[config.mk]
export PLATFORM = sky130hd
export DESIGN_NAME = frame_update_sched
export DESIGN_NICKNAME = d
export VERILOG_FILES = /design/src/rtl/frame_update_sched.sv
export SDC_FILE = /design/constraint.sdc
export NUM_CORES = 1
export LEC_CHECK = 0
export ABC_AREA = 1
export BUFFER_PORTS_ARGS = -buffer_cell sky130_fd_sc_hd__clkbuf_2
export CAP_MARGIN = 20
export CORE_MARGIN = 8
export CORE_UTILIZATION = 46
export CTS_BUF_LIST = sky130_fd_sc_hd__clkbuf_4
export CTS_CLUSTER_DIAMETER = 120
export DETAILED_ROUTE_END_ITERATION = 10
export GPL_ROUTABILITY_DRIVEN = 0
export PLACE_DENSITY = 0.78
export RECOVER_POWER = 25
export REMOVE_ABC_BUFFERS = 1
export SLEW_MARGIN = 20
export SYNTH_ARGS = -nofsm -noshare
export SYNTH_HDL_FRONTEND = slang
export SYNTH_SLANG_ARGS = --single-unit
[constraint.sdc]
create_clock -name clk -period 1.1 [get_ports clk]
set_input_delay 0.11 -clock clk [delete_from_list [all_inputs] [get_ports clk]]
set_output_delay 0.11 -clock clk [all_outputs]
set_load 0.02 [all_outputs]
[src/rtl/frame_update_sched.sv]
// -----------------------------------------------------------------------------
// frame_update_sched
//
// Per-frame update scheduler for the player character. At the start of each
// vertical blanking interval (optionally only every FRAME_DIV-th one) it
// latches the button levels, then runs the movement unit and the
// ground/collision unit one after the other through level req / done
// handshakes. The resulting position is committed to the draw path only if
// the whole sequence completes while still inside blanking, so the sprite
// never moves mid-frame. If blanking ends first, the update is dropped and
// the sticky overrun flag is raised.
//
// Optional feature (compile-time macro SCHED_TIMEOUT_EN):
//   defined     - each handshake stage may wait at most TIMEOUT_CYC cycles
//                 for its done; on expiry the update is dropped and the
//                 sticky timeout_err flag is raised.
//   not defined - stages wait until done or end of blanking; timeout_err
//                 is tied low.
//
// Parameters:
//   TIMEOUT_CYC  max cycles a stage waits for its done (>= 1)
//   FRAME_DIV    run an update every FRAME_DIV vblank starts (>= 1)
//   POS_X_RST    reset value of pos_x_draw
//   POS_Y_RST    reset value of pos_y_draw
//
// Ports:
//   clk                               system / pixel clock
//   rst                               synchronous active-high reset
//   vblnk                             vertical blanking flag
//   stepleft/stepright/stepjump       raw button levels
//   btn_left/btn_right/btn_jump       buttons latched for the current update
//   move_req / move_done              movement unit handshake
//   coll_req / coll_done              collision unit handshake
//   pos_x_in / pos_y_in               position from movement + collision
//   pos_x_draw / pos_y_draw           committed position for drawing
//   frame_cnt                         committed-update counter (wraps)
//   busy                              high while an update is in progress
//   overrun                           sticky: update aborted by end of blanking
//   timeout_err                       sticky: a stage exceeded TIMEOUT_CYC
// -----------------------------------------------------------------------------
module frame_update_sched #(
  parameter int unsigned TIMEOUT_CYC = 4096,
  parameter int unsigned FRAME_DIV   = 1,
  parameter logic [11:0] POS_X_RST   = 12'd100,
  parameter logic [11:0] POS_Y_RST   = 12'd500
) (
  input  logic        clk,
  input  logic        rst,
  input  logic        vblnk,
  input  logic        stepleft,
  input  logic        stepright,
  input  logic        stepjump,
  output logic        btn_left,
  output logic        btn_right,
  output logic        btn_jump,
  output logic        move_req,
  input  logic        move_done,
  output logic        coll_req,
  input  logic        coll_done,
  input  logic [11:0] pos_x_in,
  input  logic [11:0] pos_y_in,
  output logic [11:0] pos_x_draw,
  output logic [11:0] pos_y_draw,
  output logic [15:0] frame_cnt,
  output logic        busy,
  output logic        overrun,
  output logic        timeout_err
);

  typedef enum logic [2:0] {
    IDLE,
    LATCH,
    MOVE,
    COLL,
    COMMIT
  } state_t;

  // A zero divider or zero timeout has no meaningful behaviour.
  if (FRAME_DIV == 0 || TIMEOUT_CYC == 0) begin : g_param_check
    $error("frame_update_sched: FRAME_DIV and TIMEOUT_CYC must be >= 1");
  end

  // Divider width stays at least one bit so FRAME_DIV = 1 still elaborates.
  localparam int unsigned      DIV_W    = (FRAME_DIV > 1) ? $clog2(FRAME_DIV) : 1;
  localparam logic [DIV_W-1:0] DIV_LAST = DIV_W'(FRAME_DIV - 1);

  state_t           state;
  logic             vblnk_d;
  logic [DIV_W-1:0] div_cnt;
  logic             frame_start;
  logic             launch;
  logic             stage_done;
  logic             stage_expired;
  logic             timeout_hit;

  assign frame_start = vblnk & ~vblnk_d;
  // The divider value is checked before it advances, so the first frame
  // start after reset always launches an update.
  assign launch      = frame_start & (div_cnt == '0);

  // Done of whichever handshake is currently active; a done from the other
  // unit is never looked at, so stray dones are harmless.
  always_comb begin
    // NOTE: every signal written in always_comb gets a default first so no
    // path can leave it unassigned and infer a latch.
    stage_done = 1'b0;
    if (state == MOVE) begin
      stage_done = move_done;
    end else if (state == COLL) begin
      stage_done = coll_done;
    end
  end

`ifdef SCHED_TIMEOUT_EN
  // Counter wide enough to hold TIMEOUT_CYC so it never wraps inside a stage.
  localparam int unsigned     TO_W    = $clog2(TIMEOUT_CYC + 1);
  localparam logic [TO_W-1:0] TO_LAST = TO_W'(TIMEOUT_CYC - 1);

  logic [TO_W-1:0] wait_cnt;

  // wait_cnt = number of cycles already spent in the current stage; it is
  // zero on the first cycle of MOVE and of COLL.
  always_ff @(posedge clk) begin
    if (rst) begin
      wait_cnt <= '0;
    end else if (state == LATCH || (state == MOVE && move_done)) begin
      wait_cnt <= '0;
    end else if (state == MOVE || state == COLL) begin
      wait_cnt <= wait_cnt + 1'b1;
    end
  end

  // True on the TIMEOUT_CYC-th cycle of a stage; a done in that very cycle
  // still counts as arriving in time.
  assign stage_expired = (wait_cnt == TO_LAST);
`else
  assign stage_expired = 1'b0;
  assign timeout_err   = 1'b0;
`endif

  assign timeout_hit = stage_expired & ~stage_done;

  // Frame-start edge detector and update divider.
  always_ff @(posedge clk) begin
    // NOTE: sequential state uses non-blocking assignments so every register
    // samples the pre-edge values regardless of statement order.
    if (rst) begin
      vblnk_d <= 1'b0;
      div_cnt <= '0;
    end else begin
      vblnk_d <= vblnk;
      if (frame_start) begin
        div_cnt <= (div_cnt == DIV_LAST) ? '0 : div_cnt + 1'b1;
      end
    end
  end

  // Sequencer. req, busy and the sticky flags are registered alongside the
  // state so they change exactly with it.
  always_ff @(posedge clk) begin
    if (rst) begin
      state      <= IDLE;
      btn_left   <= 1'b0;
      btn_right  <= 1'b0;
      btn_jump   <= 1'b0;
      move_req   <= 1'b0;
      coll_req   <= 1'b0;
      pos_x_draw <= POS_X_RST;
      pos_y_draw <= POS_Y_RST;
      frame_cnt  <= '0;
      busy       <= 1'b0;
      overrun    <= 1'b0;
`ifdef SCHED_TIMEOUT_EN
      timeout_err <= 1'b0;
`endif
    end else begin
      case (state)
        IDLE: begin
          if (launch) begin
            state <= LATCH;
            busy  <= 1'b1;
          end
        end

        LATCH: begin
          // Buttons are sampled here even if blanking has just ended, so
          // btn_* always reflect the most recent latch point.
          btn_left  <= stepleft;
          btn_right <= stepright;
          btn_jump  <= stepjump;
          if (!vblnk) begin
            state   <= IDLE;
            busy    <= 1'b0;
            overrun <= 1'b1;
          end else begin
            state    <= MOVE;
            move_req <= 1'b1;
          end
        end

        MOVE: begin
          // End of blanking wins over a simultaneous done: a late result
          // must not reach the draw path.
          if (!vblnk || timeout_hit) begin
            state    <= IDLE;
            busy     <= 1'b0;
            move_req <= 1'b0;
            if (!vblnk) overrun <= 1'b1;
`ifdef SCHED_TIMEOUT_EN
            if (timeout_hit) timeout_err <= 1'b1;
`endif
          end else if (move_done) begin
            state    <= COLL;
            move_req <= 1'b0;
            coll_req <= 1'b1;
          end
        end

        COLL: begin
          if (!vblnk || timeout_hit) begin
            state    <= IDLE;
            busy     <= 1'b0;
            coll_req <= 1'b0;
            if (!vblnk) overrun <= 1'b1;
`ifdef SCHED_TIMEOUT_EN
            if (timeout_hit) timeout_err <= 1'b1;
`endif
          end else if (coll_done) begin
            state    <= COMMIT;
            coll_req <= 1'b0;
          end
        end

        COMMIT: begin
          // Blanking is not checked here: both results are already in, so
          // the commit goes through even if vblnk falls this cycle.
          pos_x_draw <= pos_x_in;
          pos_y_draw <= pos_y_in;
          frame_cnt  <= frame_cnt + 16'd1;
          state      <= IDLE;
          busy       <= 1'b0;
        end

        default: begin
          state    <= IDLE;
          busy     <= 1'b0;
          move_req <= 1'b0;
          coll_req <= 1'b0;
        end
      endcase
    end
  end

endmodule

## Yosys cells after proc, flatten, opt, wreduce, memory -nomap -nowiden

Cells that the tools add are included.
Widths: inputs -> output; s select.

- Input bits: 32
- Register bits after elaboration: 52

- $add $sub $neg: 2
- Eq/ne operators: 11
- Reductions and logical operators: 9
- Multiplexer cells: 20
- Bitwise gates (word level): 7

Operators by type and width:

| cell | count |
|---|---|
| $add 16x1->16 const B | 1 |
| $mux 3 | 5 |
| $pmux 3 s4 | 1 |
| $mux 1 | 10 |
| $ne 2x2->1 const B | 5 |
| $reduce_or 3->1 | 3 |
| $eq 3x2->1 const B | 2 |
| $ne 3x3->1 const B | 2 |
| $pmux 1 s3 | 2 |
| $reduce_and 3->1 | 2 |
| $not 1->1 | 5 |
| $reduce_and 2->1 | 2 |
| $reduce_and 4->1 | 1 |
| $eq 3x1->1 const B | 1 |
| $eq 3x3->1 const B | 1 |
| $logic_not 3->1 | 1 |
| $and 1x1->1 | 2 |
| $mux 2 | 1 |
| $pmux 1 s2 | 1 |
| $add 1x1->1 const B | 1 |

## Depth between registers and ports, before layout

- Depth after elaboration: 5
- Gate-level depth with buffers: 7
- Depth with buffers taken out: 7

## Worst setup path after synthesis

OpenSTA, ideal clock, no wires.

- Kind: register -> register
- From: register frame_cnt[0]
- To: register frame_cnt[6]
- Slack: -0.253 ns
- Cell stages (with the launch flop): 7
- Path buffers: 0
- Arrival time: 1.234 ns
- Library setup time: 0.119 ns
- Clock period less this slack: 1.353 ns
- Path through: dfxtp_1 > ha_1 > nand3_1 > nor2_4 > nand2_1 > o21ai_0 > a21oi_1

- Longest elaborated chain between the ends: 1

RTL lines:

| item | line | RTL |
|---|---|---|
| start: declaration | 64 | `output logic [15:0] frame_cnt,` |
| start signal: assignment | 239 | `frame_cnt <= frame_cnt + 16'd1;` |
| $add 16x1->16 | 239 |  |

No other way between the ends.
A chain may end at the register's enable or synchronous reset.

## Worst setup path in the final report

- From: register frame_cnt[1]
- To: register frame_cnt[12]

The elaborated chain is that of the path after synthesis.

==> results.py <==
metrics = {
    "worst_setup_path": {
        "crit_top_cell": "sky130_fd_sc_hd__nand2_1",
        "worst-setup-path-type": "flip-flop to flip-flop",
        "crit-reg2reg-launch": "frame_cnt[1]",
        "timing.critical_path.buf_inv": 0,
        "critical_path.endpoint_type": "flip-flop",
        "worst_path_dominant_cell_family": "simple AND/OR/NAND/NOR gates",
        "timing.reg2reg.setup_slack_ns": -0.31,
        "cp_max_fo": 7,
        "r2r_cells": 7,
        "max_stage_delay_ns": 0.40,
        "stages_on_worst_setup_path": 7,
        "timing.rr.end": "frame_cnt[12]",
        "worst_path_max_delay_cell": "sky130_fd_sc_hd__dfxtp_4",
        "cp-start-kind": "flip-flop",
        "critPathRequiredTime_ns": 1.41,
        "worstPathArrival_ns": 1.72,
        "ordered_cell_list_for_the_critical_path": "ha_4, nand3_4, nor2_4, nand4_1, nand2_1, nand2_1, nor2_1",
    },
    "global_routing": {
        "pin_count_of_the_biggest_net_entering_global_routing": 41,
        "antenna_violations_before_repair": 0,
        "grt_busiest_layer": "met2",
        "number_of_global_route_vias_before_repair": 2494,
        "first_pass_grt_wire_length_mm": 11.7,
        "grtUsageTotal_pct": 19.7,
        "gr-usage-met2_pct": 35.0,
        "globalRouteMet3Util_pct": 6.54,
        "overflow": 0,
        "globalRouteMet1Util_pct": 22.0,
    },
    "timing": {
        "fin_worst_skew_ns": 0.0144,
        "rsz0062_at_grt": "true",
        "setup_tns_ns": -4.42,
        "hold_ws_ns": 0.0162,
        "final-setup-viol-count": 50,
        "period_share_pct": 129,
        "final.min_clock_period_ns": 1.41,
        "setup_ws_ns": -0.314,
        "pins_over_their_slew_limit": 0,
        "hold_violations": 0,
        "fmax_mhz": 707,
    },
    "clock_tree": {
        "worst_skew_pair_latency_ns": 0.37,
        "clock_sink_count": 51,
        "numCtsBuffers": 5,
        "clkSlewWorstSetupHoldPaths_ns": 0.16,
        "cts-root-to-sink-buffers": 2,
        "cts-root-buf": "sky130_fd_sc_hd__clkbuf_4",
        "h-tree-depth": 2,
        "cts_tree": "built",
    },
    "route": {
        "vias_per_cell": 5.24,
        "detail_route.first_pass.iterations": 4,
        "first_iter_violations": 189,
        "remaining_drc_errors": 0,
        "vias": 2617,
        "route.final.wire_length_mm": 8.42,
        "drt-wirelength-per-cell_um": 16.9,
        "detail-route-antenna-nets": 0,
    },
    "yosys": {
        "synth_xor_area_share_pct": 0.813,
        "synth-compound-area-share_pct": 9.81,
        "post_synth_mux_area_share_pct": 0,
        "synthAdderAreaFrac_pct": 0.580,
        "mappedNetlistArea_um2": 2160,
        "syn-mean-instance-area_um2": 7.19,
        "synth_simple_gate_area_share_pct": 34.0,
        "synth_top_family_by_area": "simple AND/OR/NAND/NOR gates",
        "yosysUniqueCellTypes": 27,
        "syn-instance-count": 300,
        "postSynthRegisterBits": 51,
        "synth-seq-area-share_pct": 47.4,
        "warnings_from_yosys": 0,
    },
    "floorplanning": {
        "fp.dieH_um": 84.5,
        "num_rows": 25,
        "fp.dieArea_um2": 7130,
        "coreArea_um2": 4630,
        "die-width_um": 84.5,
        "number_of_ports_placed_on_the_die_boundary": 80,
        "starting_utilization_of_the_core_area_pct": 46.6,
    },
    "status": {
        "violations": "setup timing",
        "status": "finished, violations left",
    },
    "final_layout": {
        "layout.nets": 477,
        "final_util_pct": 82.0,
        "drive_gt1_share_pct": 48.5,
        "antenna_cells": 0,
        "regArea_um2": 1060,
        "area_growth_syn_to_layout_pct": 76.1,
        "multi_input_comb_area_um2": 1260,
        "fillers": 281,
    },
    "hold_path": {
        "worst_hold_path.num_cells": 3,
        "min_delay_worst_endpoint": "pos_x_draw[0]",
        "worstHoldStart": "pos_x_in[0]",
        "worst_hold_path_type": "primary input to flip-flop",
    },
    "power": {
        "total_power_w": 0.00484,
        "power.density_nw_per_um2": 1270,
        "power.leakage_nw": 1.73,
        "vdd_ir_drop_max_mv": 1.13,
    },
    "job": {
        "drv.max_cap_violation_count": 0,
    },
    "placement": {
        "dp_hpwl_mm": 4.27,
        "port_buffers": 78,
    },
}
-- power by group --
group	internal [W]	switching (W)
clock network	0.000707	0.000619
logic	0.000696	0.000789
registers	0.00194	0.0000867
-- registers in the layout, summed over array words and instances (netlist names) --
signal      flops
frame_cnt      16
pos_x_draw     12
pos_y_draw     12
state           3
btn_jump        1
btn_left        1
btn_right       1
busy            1
coll_req        1
move_req        1
overrun         1
vblnk_d         1
-- metrics by stage --
stage	setup slack, ns	cell area, um2	std cells
2_1_floorplan	-0.266	2090	289
6_report	-0.314	3800	499
4_1_cts	-0.107	3470	493
3_3_place_gp	-0.150	2840	455
3_5_place_dp	-0.219	2840	455
5_1_grt	-0.383	3800	499
-- cells in the final DEF, fill, tap and decap left out, types with 2 or more instances in the layout --
master	Yosys	layout
sky130_fd_sc_hd__a21oi_1	13	8
sky130_fd_sc_hd__a21oi_2	0	5
sky130_fd_sc_hd__buf_12	0	3
sky130_fd_sc_hd__buf_4	1	20
sky130_fd_sc_hd__buf_6	3	20
sky130_fd_sc_hd__buf_8	0	5
sky130_fd_sc_hd__bufinv_16	0	2
sky130_fd_sc_hd__clkbuf_16	0	2
sky130_fd_sc_hd__clkbuf_2	0	69
sky130_fd_sc_hd__clkbuf_4	0	5
sky130_fd_sc_hd__clkbuf_8	0	4
sky130_fd_sc_hd__dfxtp_1	51	33
sky130_fd_sc_hd__dfxtp_2	0	12
sky130_fd_sc_hd__dfxtp_4	0	6
sky130_fd_sc_hd__dlygate4sd3_1	0	24
sky130_fd_sc_hd__inv_1	21	17
sky130_fd_sc_hd__inv_2	2	4
sky130_fd_sc_hd__nand2_1	63	49
sky130_fd_sc_hd__nand2_2	2	10
sky130_fd_sc_hd__nand2_4	0	6
sky130_fd_sc_hd__nand3_1	20	15
sky130_fd_sc_hd__nand3_2	2	3
sky130_fd_sc_hd__nand3_4	0	4
sky130_fd_sc_hd__nand4_1	6	6
sky130_fd_sc_hd__nor2_1	72	50
sky130_fd_sc_hd__nor2_2	1	14
sky130_fd_sc_hd__nor2_4	2	11
sky130_fd_sc_hd__o21ai_0	23	19
sky130_fd_sc_hd__o21ai_1	1	3
sky130_fd_sc_hd__o21ai_2	1	2
-- Yosys cell counts --
master / count / area share (%)
sky130_fd_sc_hd__inv_1: 21 / 3.7
sky130_fd_sc_hd__clkbuf_1: 5 / 0.87
sky130_fd_sc_hd__o21ai_1: 1 / 0.23
sky130_fd_sc_hd__inv_2: 2 / 0.35
sky130_fd_sc_hd__buf_2: 2 / 0.46
sky130_fd_sc_hd__o21ai_2: 1 / 0.41
sky130_fd_sc_hd__conb_1: 1 / 0.17
sky130_fd_sc_hd__ha_1: 1 / 0.58
sky130_fd_sc_hd__o21ai_0: 23 / 5.3
sky130_fd_sc_hd__nor3b_2: 1 / 0.58
sky130_fd_sc_hd__nor2_1: 72 / 13
sky130_fd_sc_hd__xor2_1: 2 / 0.81
sky130_fd_sc_hd__nor2_2: 1 / 0.29
sky130_fd_sc_hd__a21oi_1: 13 / 3.0
sky130_fd_sc_hd__dfxtp_1: 51 / 47
sky130_fd_sc_hd__nand3_1: 20 / 4.6
sky130_fd_sc_hd__buf_6: 3 / 1.6
sky130_fd_sc_hd__buf_4: 1 / 0.35
sky130_fd_sc_hd__nand2_2: 2 / 0.58
sky130_fd_sc_hd__nor2_4: 2 / 1.0
sky130_fd_sc_hd__nor3_2: 1 / 0.46
sky130_fd_sc_hd__o21a_1: 1 / 0.35
sky130_fd_sc_hd__nand3_2: 2 / 0.93
sky130_fd_sc_hd__nand4_1: 6 / 1.7
sky130_fd_sc_hd__o21ba_2: 1 / 0.46
sky130_fd_sc_hd__nand2_1: 63 / 11
sky130_fd_sc_hd__nor3_1: 1 / 0.23
-- what timing repair did --
item,CTS,global route
endpoints found under the hold margin,24,0
setup buffers,9,6
pin swaps,10,23
hold buffers,24,0
gates cloned,0,2
gates resized for setup,74,81
endpoints found under the setup margin,59,59
-- logic make-up after synthesis --
kind of cell / after synthesis
and+or+nand+nor: 171
DFF: 51
AOI/OAI and AO/OA: 40
xor gates and xnor gates: 2
other: 1
buffers and inverters: 34
adders and majority gates: 1
-- layout make-up --
| cell class | count | share of cell area [%] |
|---|---|---|
| Multi-Input combinational cell | 215 | 33.2 |
| Timing Repair Buffer | 148 | 31.7 |
| Sequential cell | 51 | 27.9 |
| Inverter | 23 | 2.67 |
| Clock inverter | 3 | 1.78 |
| Tap cell | 54 | 1.78 |
| Clock buffer | 5 | 0.989 |
-- routing by layer --
| metal | wire length [um] | vias to the layer above |
|---|---|---|
| met5 | 0 | - |
| met4 | 263 | 0 |
| met3 | 649 | 22 |
| met2 | 4240 | 121 |
| met1 | 3270 | 1238 |
| li1 | - | 1236 |
-- worst register-to-register path, delay by kind of cell (launching register included) --
family                   cells  cell delay, ns
flip-flops                   1            0.40
adder cells (fa/ha/maj)      1            0.17
AND/OR/NAND/NOR              6            0.79
-- worst max-delay path by stage --
stage / startpoint / to / slack, ns
after floorplan: frame_cnt[0] / frame_cnt[12] / -0.27
after global placement: frame_cnt[1] / frame_cnt[6] / -0.15
after detailed placement: frame_cnt[1] / frame_cnt[14] / -0.22
after CTS: state[0] / frame_cnt[14] / -0.11
after global routing: frame_cnt[1] / frame_cnt[12] / -0.38
final: frame_cnt[1] / frame_cnt[12] / -0.31
Power figures use the tool's default switching activity.
